File: src/rtl/complex_fu_pkg.sv
// Shared types and constants for the Complex ALU writeback pipeline.
// Default field widths, the Complex ALU flag bit layout and the writeback packet record.
package complex_fu_pkg;

    localparam int DATA_W_DEF  = 32;
    localparam int FLAGS_W_DEF = 6;
    localparam int PTAG_W_DEF  = 7;
    localparam int ALID_W_DEF  = 7;

    // Complex ALU flags layout
    localparam int FLAG_EXECUTED   = 0;
    localparam int FLAG_EXCEPTION  = 1;
    localparam int FLAG_MISPREDICT = 2;
    localparam int FLAG_OVERFLOW   = 3;
    localparam int FLAG_ZERO       = 4;
    localparam int FLAG_NEGATIVE   = 5;

    typedef struct packed {
        logic [DATA_W_DEF-1:0]  result;
        logic [FLAGS_W_DEF-1:0] flags;
        logic [PTAG_W_DEF-1:0]  ptag;
        logic [ALID_W_DEF-1:0]  alid;
    } wb_pkt_t;

endpackage

File: src/rtl/complex_fu_pipe_stage.sv
// One pipeline slot: a valid bit plus a packed writeback packet.
// clear_i kills the slot (data is left as is); load_i captures a new slot content.
module complex_fu_pipe_stage
    import complex_fu_pkg::*;
#(
    parameter int PKT_W = 52
) (
    input  logic             clk,
    input  logic             reset_n,
    input  logic             load_i,
    input  logic             clear_i,
    input  logic             d_valid_i,
    input  logic [PKT_W-1:0] d_pkt_i,
    output logic             valid_o,
    output logic [PKT_W-1:0] pkt_o
);

    logic             valid_d, valid_q;
    logic [PKT_W-1:0] pkt_d, pkt_q;

    // Next slot content: clear beats load, otherwise hold.
    always_comb begin
        valid_d = valid_q;
        pkt_d   = pkt_q;
        if (clear_i) begin
            valid_d = 1'b0;
        end else if (load_i) begin
            valid_d = d_valid_i;
            pkt_d   = d_pkt_i;
        end else begin
            valid_d = valid_q;
        end
    end

    // Slot register with asynchronous reset to an empty, zeroed slot.
    always_ff @(posedge clk or negedge reset_n) begin
        if (!reset_n) begin
            valid_q <= 1'b0;
            pkt_q   <= '0;
        end else begin
            valid_q <= valid_d;
            pkt_q   <= pkt_d;
        end
    end

    assign valid_o = valid_q;
    assign pkt_o   = pkt_q;

endmodule

File: src/rtl/complex_fu_wb_pipe.sv
// Latency-matching result pipeline behind the Complex ALU with valid/ready output,
// bubble collapsing and flush. Optional feature macro: COMPLEX_WB_WAKEUP_EN adds a
// registered early wakeup (wakeup_valid_o / wakeup_ptag_o).
module complex_fu_wb_pipe
    import complex_fu_pkg::*;
#(
    parameter int DATA_W  = complex_fu_pkg::DATA_W_DEF,
    parameter int FLAGS_W = complex_fu_pkg::FLAGS_W_DEF,
    parameter int PTAG_W  = complex_fu_pkg::PTAG_W_DEF,
    parameter int ALID_W  = complex_fu_pkg::ALID_W_DEF,
    parameter int LATENCY = 3
) (
    input  logic                clk,
    input  logic                reset_n,
    input  logic                flush_i,
    input  logic                in_valid_i,
    output logic                in_ready_o,
    input  logic [2*DATA_W-1:0] in_result_i,
    input  logic [FLAGS_W-1:0]  in_flags_i,
    input  logic [PTAG_W-1:0]   in_ptag_i,
    input  logic [ALID_W-1:0]   in_alid_i,
    output logic                out_valid_o,
    input  logic                out_ready_i,
    output logic [DATA_W-1:0]   out_result_o,
    output logic [FLAGS_W-1:0]  out_flags_o,
    output logic [PTAG_W-1:0]   out_ptag_o,
    output logic [ALID_W-1:0]   out_alid_o,
    output logic [3:0]          occupancy_o
`ifdef COMPLEX_WB_WAKEUP_EN
    ,
    output logic                wakeup_valid_o,
    output logic [PTAG_W-1:0]   wakeup_ptag_o
`endif
);

    localparam int PKT_W = DATA_W + FLAGS_W + PTAG_W + ALID_W;

    logic [LATENCY-1:0] valid_s;
    logic [PKT_W-1:0]   pkt_s [LATENCY];
    logic [LATENCY-1:0] adv_s;
    logic [LATENCY-1:0] en_s;
    logic [LATENCY-1:0] stage_in_valid_s;
    logic [PKT_W-1:0]   stage_in_pkt_s [LATENCY];
    logic [PKT_W-1:0]   in_pkt_s;
    logic               accept_s;
    logic               xfer_s;
    logic               unused_upper_s;
    logic [3:0]         occ_d, occ_q;

    // Only the low half of the ALU result is written back.
    assign in_pkt_s       = {in_result_i[DATA_W-1:0], in_flags_i, in_ptag_i, in_alid_i};
    assign unused_upper_s = ^in_result_i[2*DATA_W-1:DATA_W];

    // Advance chain: a slot's content may move on if the output drains or any slot ahead is empty.
    always_comb begin
        logic hole;
        hole               = ~valid_s[LATENCY-1];
        adv_s              = '0;
        adv_s[LATENCY-1]   = out_ready_i | hole;
        for (int k = LATENCY - 2; k >= 0; k--) begin
            hole     = hole | ~valid_s[k+1];
            adv_s[k] = out_ready_i | hole;
        end
        en_s = adv_s | ~valid_s;
    end

    // Slot inputs: stage 0 takes the ALU, every other stage takes its predecessor.
    always_comb begin
        stage_in_valid_s    = '0;
        stage_in_valid_s[0] = in_valid_i;
        stage_in_pkt_s[0]   = in_pkt_s;
        for (int k = 1; k < LATENCY; k++) begin
            stage_in_valid_s[k] = valid_s[k-1];
            stage_in_pkt_s[k]   = pkt_s[k-1];
        end
    end

    for (genvar k = 0; k < LATENCY; k++) begin : g_stage
        complex_fu_pipe_stage #(
            .PKT_W (PKT_W)
        ) u_stage (
            .clk       (clk),
            .reset_n   (reset_n),
            .load_i    (en_s[k]),
            .clear_i   (flush_i),
            .d_valid_i (stage_in_valid_s[k]),
            .d_pkt_i   (stage_in_pkt_s[k]),
            .valid_o   (valid_s[k]),
            .pkt_o     (pkt_s[k])
        );
    end

    assign in_ready_o  = en_s[0];
    assign accept_s    = in_valid_i & en_s[0];
    assign xfer_s      = valid_s[LATENCY-1] & out_ready_i & ~flush_i;
    assign out_valid_o = valid_s[LATENCY-1] & ~flush_i;
    assign {out_result_o, out_flags_o, out_ptag_o, out_alid_o} = pkt_s[LATENCY-1];
    assign occupancy_o = occ_q;

    // Occupancy bookkeeping: count accepts in, output transfers out, zero on flush.
    always_comb begin
        occ_d = occ_q;
        if (flush_i) begin
            occ_d = 4'd0;
        end else begin
            case ({accept_s, xfer_s})
                2'b10:   occ_d = occ_q + 4'd1;
                2'b01:   occ_d = occ_q - 4'd1;
                default: occ_d = occ_q;
            endcase
        end
    end

    // Occupancy counter register.
    always_ff @(posedge clk or negedge reset_n) begin
        if (!reset_n) begin
            occ_q <= 4'd0;
        end else begin
            occ_q <= occ_d;
        end
    end

`ifdef COMPLEX_WB_WAKEUP_EN
    // The wakeup is registered as the entry lands in the penultimate stage, so consumers
    // see it one cycle ahead of writeback when nothing stalls. With a single stage the
    // entry lands directly in the output stage and the pulse coincides with out_valid_o.
    logic              wake_enter_s;
    logic [PTAG_W-1:0] wake_src_ptag_s;
    logic              wake_valid_d, wake_valid_q;
    logic [PTAG_W-1:0] wake_ptag_d, wake_ptag_q;

    if (LATENCY >= 3) begin : g_wake_deep
        assign wake_enter_s    = en_s[LATENCY-2] & valid_s[LATENCY-3];
        assign wake_src_ptag_s = pkt_s[LATENCY-3][ALID_W +: PTAG_W];
    end else begin : g_wake_shallow
        assign wake_enter_s    = accept_s;
        assign wake_src_ptag_s = in_ptag_i;
    end

    // Wakeup pulse generation, suppressed by a flush on the capturing edge.
    always_comb begin
        wake_valid_d = 1'b0;
        wake_ptag_d  = wake_ptag_q;
        if (flush_i) begin
            wake_valid_d = 1'b0;
        end else if (wake_enter_s) begin
            wake_valid_d = 1'b1;
            wake_ptag_d  = wake_src_ptag_s;
        end else begin
            wake_valid_d = 1'b0;
        end
    end

    // Wakeup output registers.
    always_ff @(posedge clk or negedge reset_n) begin
        if (!reset_n) begin
            wake_valid_q <= 1'b0;
            wake_ptag_q  <= '0;
        end else begin
            wake_valid_q <= wake_valid_d;
            wake_ptag_q  <= wake_ptag_d;
        end
    end

    assign wakeup_valid_o = wake_valid_q;
    assign wakeup_ptag_o  = wake_ptag_q;
`endif

endmodule

File: config.mk
export PLATFORM = sky130hd
export DESIGN_NAME = complex_fu_wb_pipe
export DESIGN_NICKNAME = d
export VERILOG_FILES = /design/src/rtl/complex_fu_pkg.sv /design/src/rtl/complex_fu_pipe_stage.sv /design/src/rtl/complex_fu_wb_pipe.sv
export SDC_FILE = /design/constraint.sdc
export NUM_CORES = 1
export LEC_CHECK = 0
export ABC_AREA = 1
export CAP_MARGIN = 20
export CORE_UTILIZATION = 54
export DETAILED_ROUTE_END_ITERATION = 10
export PLACE_DENSITY = 0.95
export SETUP_SLACK_MARGIN = 0.05
export SYNTH_ARGS = -nofsm -noshare
export SYNTH_HDL_FRONTEND = slang
export SYNTH_SLANG_ARGS = --single-unit
export TNS_END_PERCENT = 50
File: constraint.sdc
create_clock -name clk -period 4.6 [get_ports clk]
set_input_delay 1.15 -clock clk [delete_from_list [all_inputs] [get_ports clk]]
set_output_delay 1.15 -clock clk [all_outputs]
set_load 0.01 [all_outputs]
-- Yosys cells after proc, flatten, opt, wreduce, memory -nomap -nowiden
Cells that the tools add are included.
- flip-flop bits (word level): 163
- output and inout bits: 58
- word-level logic and storage cells: 38
- $add $sub $neg: 2
- equal/unequal tests: 2
- multiplexer cells: 8
- bitwise operators: 12
- reductions and logical operators: 7
- operator list (operator ; number):
    4-bit case mux with 2 select lines ; 1
    1-bit 2-to-1 mux ; 6
    2-bit AND reduction ; 3
    2-bit nonzero test ; 3
    4-bit by 1-bit adder with 4-bit output (second input constant) ; 1
    1-bit AND ; 4
    4-bit 2-to-1 mux ; 1
    4-bit by 1-bit subtractor with 4-bit output (second input constant) ; 1
    1-bit NOT ; 3
    3-bit NOT ; 1
    1-bit OR ; 3
    3-bit OR ; 1
    3-bit nonzero test ; 1
    2-bit by 1-bit == test with 1-bit output (second input constant) ; 1
    2-bit == test (second input constant) ; 1

-- Depth between registers and ports, before layout
Gate-level depths: netlist of the first run.
- depth after elaboration: 8
- gate-level depth with buffers: 13
- gate-level depth less buffers: 13

-- By module
A second synthesis of the first run with hierarchy kept.
- cells, all modules: 740
- area total of the unflattened synthesis: 6786.5 um^2
- by module, submodules not included (module ; times used ; cells each ; area an instance (um^2) ; seq. area each (um^2)):
    complex_fu_pipe_stage ; 3 ; 231 ; 2145.8 ; 1326.3
    complex_fu_wb_pipe ; 1 ; 47 ; 349.1 ; 100.1

-- Least setup slack after synthesis of the first run
Ideal clock, no wire load.
- path type: in2out
- start: in out_ready_i
- end: out in_ready_o
- data arrival time: 1.367 ns
- slack: 2.083 ns
- stages on the path: 2
- cell sequence: inv_1 -> nand4_4
- longest elaborated chain between the ends: 2
- ends and longest elaborated chain (what ; RTL line ; RTL):
    start, declared ; complex_fu_wb_pipe.sv:23 ; input logic out_ready_i,
    1-bit OR ; complex_fu_wb_pipe.sv:62 ; adv_s[k] = out_ready_i | hole;
    3-bit OR ; complex_fu_wb_pipe.sv:64 ; en_s = adv_s | ~valid_s;
    end, declared ; complex_fu_wb_pipe.sv:17 ; output logic in_ready_o,
No other way between the ends.

-- Worst setup path after layout of the first run
- start: in flush_i
- end: out out_valid_o
- longest elaborated chain between the ends: 2
- ends and longest elaborated chain (what ; RTL line ; RTL):
    start, declared ; complex_fu_wb_pipe.sv:15 ; input logic flush_i,
    1-bit NOT (no source line) ; - ;
    1-bit AND ; complex_fu_wb_pipe.sv:96 ; assign out_valid_o = valid_s[LATENCY-1] & ~flush_i;
    end, declared ; complex_fu_wb_pipe.sv:22 ; output logic out_valid_o,
No other way between the ends.

==> qor.yml, run 1 <==
setup_path:
  crit_chain: "clkdlybuf4s50_1 > nor2_1 > clkdlybuf4s50_1"
  required_ns: 3.45
  critPathCaptureType: "output pin"
  critPathMostFrequentCell: "clkdlybuf4s50_1"
  crit_arrival_ns: 2.43
  path_class: "in2out"
  worstPathMaxFanout: 6
  crit_path_max_incr_delay_ns: 0.57
  worstRegToRegCells: 5
  cpMaxStageDelayCell: "clkdlybuf4s50_1"
  cp-start-kind: "input pin"
power_and_ir_drop:
  p_per_area_mw_per_mm2: 436
  totalPowerFinal_uw: 3510
  irDropWorstVdd_v: 0.000268
  leakage_uw: 0.00371
synth:
  yosys_warnings: 0
  yosysUniqueCellTypes: 28
  synthCells: 561
  netlist_area_mm2: 0.00639
  syn_avg_cell_area_um2: 11.4
  synth_fp_nets: 652
  synth-seq-cells: 163
  ys_seq_area_share_pct: 63.8
cells_and_area:
  area_growth_syn_to_layout_pct: 26.1
  drive_gt1_share_pct: 15.7
  multiInputGateArea_mm2: 0.00186
  fin_area_mm2: 0.00806
  layout_commonest_cell: "dfrtp_1"
  fill_cells: 794
  seq_area_mm2: 0.00408
  fin_util_pct: 70.3
  final_cell_mix: "163 x dfrtp_1, 113 x clkdlybuf4s50_1, 69 x nand2_1, 63 x inv_1, 54 x o21ai_0"
  final_nets: 761
  diodes: 0
placed_design:
  dp_slack_ns: 1.02
  place_area_mm2: 0.00753
  gp_congestion: 0.797
  hpwl_um: 8390
  numPortBuffers: 114
timing:
  final-max-slew-violation-count: 0
  hold_viol_final: 0
  fin_worst_skew_ns: 0.00784
  tightestPinTransition_ns: 0.989
  setup_violations: 0
  setup_total_negative_slack_ns: 0
  maxSlewHeadroom_pct: 34.1
  layout_min_cycle_time_ns: 3.58
  grt_setup_unrepaired: "false"
  clock.fmax_mhz: 279
  finalCritPeriodShare_pct: 77.8
  setup_ws_ns: 1.02
cts:
  clock_path_buffers: 2
  insertion_delay_ns: 0.42
  holdBufCountCts: 0
  clock-sinks: 163
  post_cts_buffers: 0
  tritoncts: "done"
  clkTransAtPathRegs_ns: 0.06
  postCtsResizedCells: 0
  htreeDepth: 4
  root_buffer: "clkbuf_16"
  cts_buffers: 17
outcome:
  outcome: "complete, no violations"
floorplan:
  dieHeight_um: 111
  io_pins: 147
  dieWidth_um: 111
  start_util_pct: 55.7
  core_area_mm2: 0.0115
  num_rows: 39
  dieArea_mm2: 0.0123
global_routing:
  grt_pass1_wl_um: 21300
  grt_max_degree: 105
  overflow: 0
  grt_pass1_vias: 4489
  antenna_found_initial: 0
  grt.total_usage_pct: 22.3
detailed_routing:
  ant_nets: 0
  wl_um: 12800
  vias: 4329
  vias_per_cell: 5.26
  dr.pass1.iters: 4
  drcViolationCount: 0
  wire_per_inst_um: 15.5
  drtIter0Drc: 187
worst_hold_path:
  min_path_cells: 2
  min-delay-path-class: "reg2reg"
flow_run:
  maxCapViolations: 0
kinds of logic after synthesis:
family | count (synthesis) | synth area share [%]
adders and majority gates | 2 | 0.392
DFF | 163 | 63.8
and+or+nand+nor | 141 | 9.71
muxes | 52 | 9.16
AOI/OAI and AO/OA | 110 | 9.61
xor gates and xnor gates | 1 | 0.137
buffers and inverters | 92 | 7.15
metal layers:
metal	wire (µm)	vias up	track usage, %	part of all wire (%)
met5	0	-	0	0
met3	705	26	7.11	5.5
met4	221	0	8.80	1.7
met2	6750	125	39.1	53
met1	5120	2173	25.3	40
li1	-	2005	-	-
Yosys cell counts, drive strengths merged:
library cell | number | area [µm²]
dfrtp | 163 | 4080
nand3 | 6 | 50.1
clkbuf | 5 | 20.0
nor2 | 54 | 210
o21ai | 58 | 290
xnor2 | 1 | 8.76
or2 | 1 | 6.26
ha | 2 | 25.0
nand2 | 77 | 319
mux2 | 52 | 586
buf | 22 | 190
inv | 65 | 246
nand3b | 1 | 7.51
a21oi | 52 | 324
nand4 | 2 | 27.5
final timing paths:
path                                                    from                            to  slack [ns]
max in group asynchronous                            reset_n  g_stage[2].u_stage.pkt_o[17]        2.78
worst max register to register    g_stage[2].u_stage.valid_o  g_stage[0].u_stage.pkt_o[36]        2.63
worst min register to register  g_stage[1].u_stage.pkt_o[21]  g_stage[1].u_stage.pkt_o[21]        0.48
worst max-delay path                                 flush_i                   out_valid_o        1.02
min in group asynchronous                            reset_n  g_stage[2].u_stage.pkt_o[29]        0.77
worst min-delay path            g_stage[1].u_stage.pkt_o[21]  g_stage[1].u_stage.pkt_o[21]        0.48
cell type report:
class / instances / share of cell area [%]
Inverter: 65 / 3.06
Timing Repair Buffer: 117 / 14.5
Clock buffer: 23 / 5.81
Multi-Input combinational cell: 306 / 23.1
Sequential cell: 163 / 50.6
Clock inverter: 6 / 0.714
Tap cell: 143 / 2.22
power breakdown:
group          internal (µW)  switching, µW  leakage (µW)  total (µW)
logic                    287            253       0.00155         540
clock network            759            509      0.000259        1270
registers               1610           90.5       0.00190        1700
total                   2660            853       0.00371        3510
sequential cells by signal, indices dropped and copies added (netlist names):
name                     cells
g_stage.u_stage.valid_o      3
occupancy_o                  4
g_stage.u_stage.pkt_o      156
metrics by stage:
step / std cells / hold WS, ns
6_report: 823 / 0.481
5_1_grt: 823 / 0.510
4_1_cts: 823 / 0.488
3_5_place_dp: 794 / 0.470
3_3_place_gp: 794 / 0.460
2_1_floorplan: 561 / 0.446
worst max-delay path, delay by kind of cell:
| family | cells | cell delay, ns |
|---|---|---|
| and+or+nand+nor | 1 | 0.16 |
| buffers and inverters | 2 | 1.12 |
Note: power is estimated with default switching activity, not from simulation.
==> inputs of run 2 (changes only) <==
CORE_UTILIZATION = 50   (was 54)
PLACE_DENSITY = 0.9   (was 0.95)
clock period = 3.6 ns   (was 4.6 ns; I/O delays follow)
==> run 2 against run 1 <==
Global-route usage is 1.6 points lower; final area increased by 1.7%; register-to-register slack got worse by 0.84 ns; power up 31%.
==> qor.yml, run 2 (same netlist as run 1, synthesis figures left out) <==
outcome:
  outcome: "complete, no violations"
floorplan:
  dieWidth_um: 115
  num_rows: 40
  start_util_pct: 52.3
  core_area_mm2: 0.0122
  dieArea_mm2: 0.0132
  dieHeight_um: 115
  io_pins: 147
detailed_routing:
  dr.pass1.iters: 4
  drcViolationCount: 0
  drtIter0Drc: 245
  wl_um: 12700
  wire_per_inst_um: 14.9
  vias_per_cell: 5.01
  vias: 4273
  ant_nets: 0
setup_path:
  cp_num_buf_inv: 2
  cp-start-kind: "input pin"
  crit_chain: "clkdlybuf4s50_1 > nor2_1 > clkdlybuf4s50_1"
  crit_path_max_incr_delay_ns: 0.56
  cpMaxStageDelayCell: "clkdlybuf4s50_1"
  critPathCaptureType: "output pin"
  required_ns: 2.70
  path_class: "in2out"
  crit_arrival_ns: 2.21
  worstPathMaxFanout: 6
  cp_top_family: "buffers and inverters"
  critPathMostFrequentCell: "clkdlybuf4s50_1"
global_routing:
  overflow: 0
  antenna_found_initial: 0
  grt.total_usage_pct: 20.7
  grt_max_degree: 72
  grt_pass1_wl_um: 20900
  grt_pass1_vias: 4385
timing:
  clock.fmax_mhz: 322
  setup_total_negative_slack_ns: 0
  fin_worst_skew_ns: 0.00627
  finalCritPeriodShare_pct: 86.3
  grt_setup_unrepaired: "false"
  maxSlewHeadroom_pct: 57.8
  hold_viol_final: 0
  layout_min_cycle_time_ns: 3.11
  setup_violations: 0
  hold-worst-slack_ns: 0.466
  tightestPinTransition_ns: 0.633
  final-max-slew-violation-count: 0
worst_hold_path:
  min-delay-path-class: "in2async"
cts:
  clock_path_buffers: 2
  htreeDepth: 4
  clock-sinks: 163
  holdBufCountCts: 0
  cts_buffers: 17
  postCtsResizedCells: 0
  insertion_delay_ns: 0.42
  post_cts_buffers: 0
  root_buffer: "clkbuf_16"
  tritoncts: "done"
  clkTransAtPathRegs_ns: 0.06
cells_and_area:
  final_cell_mix: "163 x dfrtp_1, 113 x clkdlybuf4s50_1, 69 x nand2_1, 63 x inv_1, 54 x o21ai_0"
  area_growth_syn_to_layout_pct: 28.2
  final_nets: 764
  drive_gt1_share_pct: 16.6
  largest_register_ffs: 156
  diodes: 0
  fin_util_pct: 67.1
  layout_commonest_cell: "dfrtp_1"
placed_design:
  hpwl_um: 8110
  gp_congestion: 0.852
  numPortBuffers: 114
power_and_ir_drop:
  p_per_area_mw_per_mm2: 562
  irDropWorstVdd_v: 0.000376
  leakage_uw: 0.00376
flow_run:
  maxCapViolations: 0
==> run 2: stage by stage <==
stage               worst slack, ns  total power, µW  std cells  instance area (µm²)
floorplan                      1.48             2510        561                 6390
global placement              0.554             2850        822                 7620
detailed placement            0.484             2900        822                 7620
CTS                           0.484             4640        853                 8190
global route                  0.467             4810        853                 8190
finish                        0.495             4610        853                 8190
==> run 2: path summary, 6_finish.rpt <==
check                                        startpoint                      endpoint  slack [ns]  cells past startpoint
min in group clk           g_stage[1].u_stage.pkt_o[17]  g_stage[1].u_stage.pkt_o[17]        0.48                      2
setup reg to reg             g_stage[2].u_stage.valid_o                occupancy_o[3]        1.79                     11
hold reg to reg            g_stage[1].u_stage.pkt_o[17]  g_stage[1].u_stage.pkt_o[17]        0.48                      2
max in group asynchronous                       reset_n   g_stage[1].u_stage.pkt_o[8]        2.32                      2
hold / removal                                  reset_n                occupancy_o[2]        0.47                      1
setup / recovery                                flush_i                   out_valid_o        0.49                      3
==> run 2: routing by layer <==
| metal | track usage (%) | vias to the layer above | routed length [µm] |
|---|---|---|---|
| li1 | - | 2028 | - |
| met1 | 25.6 | 2091 | 5610 |
| met2 | 35.1 | 131 | 6350 |
| met3 | 5.17 | 23 | 534 |
| met4 | 8.14 | 0 | 228 |
| met5 | 0 | - | 0 |
==> run 2: power breakdown <==
part / internal (µW) / total, µW / switching (µW) / leakage, µW
Clock: 1050 / 1740 / 695 / 0.000278
Combinational: 373 / 692 / 319 / 0.00158
Sequential: 2060 / 2170 / 117 / 0.00190
Total: 3480 / 4610 / 1130 / 0.00376
==> run 2: area by class of cell <==
| class | instances | area (µm²) |
|---|---|---|
| sequential | 163 | 4080 |
| fill | 957 | 4020 |
| multi-input combinational | 306 | 1860 |
| timing repair buffer | 120 | 1220 |
| clock buffer | 21 | 460 |
| inverter | 65 | 246 |
| tap | 168 | 210 |
| clock inverter | 10 | 109 |
==> run 2: worst register-to-register path: cells and delay by family (launching register included) <==
family / cells / cell delay, ns
adders and majority gates: 1 / 0.32
buffers and inverters: 2 / 0.13
DFF: 1 / 0.45
and+or+nand+nor: 8 / 0.82
==> inputs of run 3 (changes only) <==
CAP_MARGIN = default   (was 20)
==> results of run 3 <==
Final layout, timing and power as in run 2 (identical DEF).
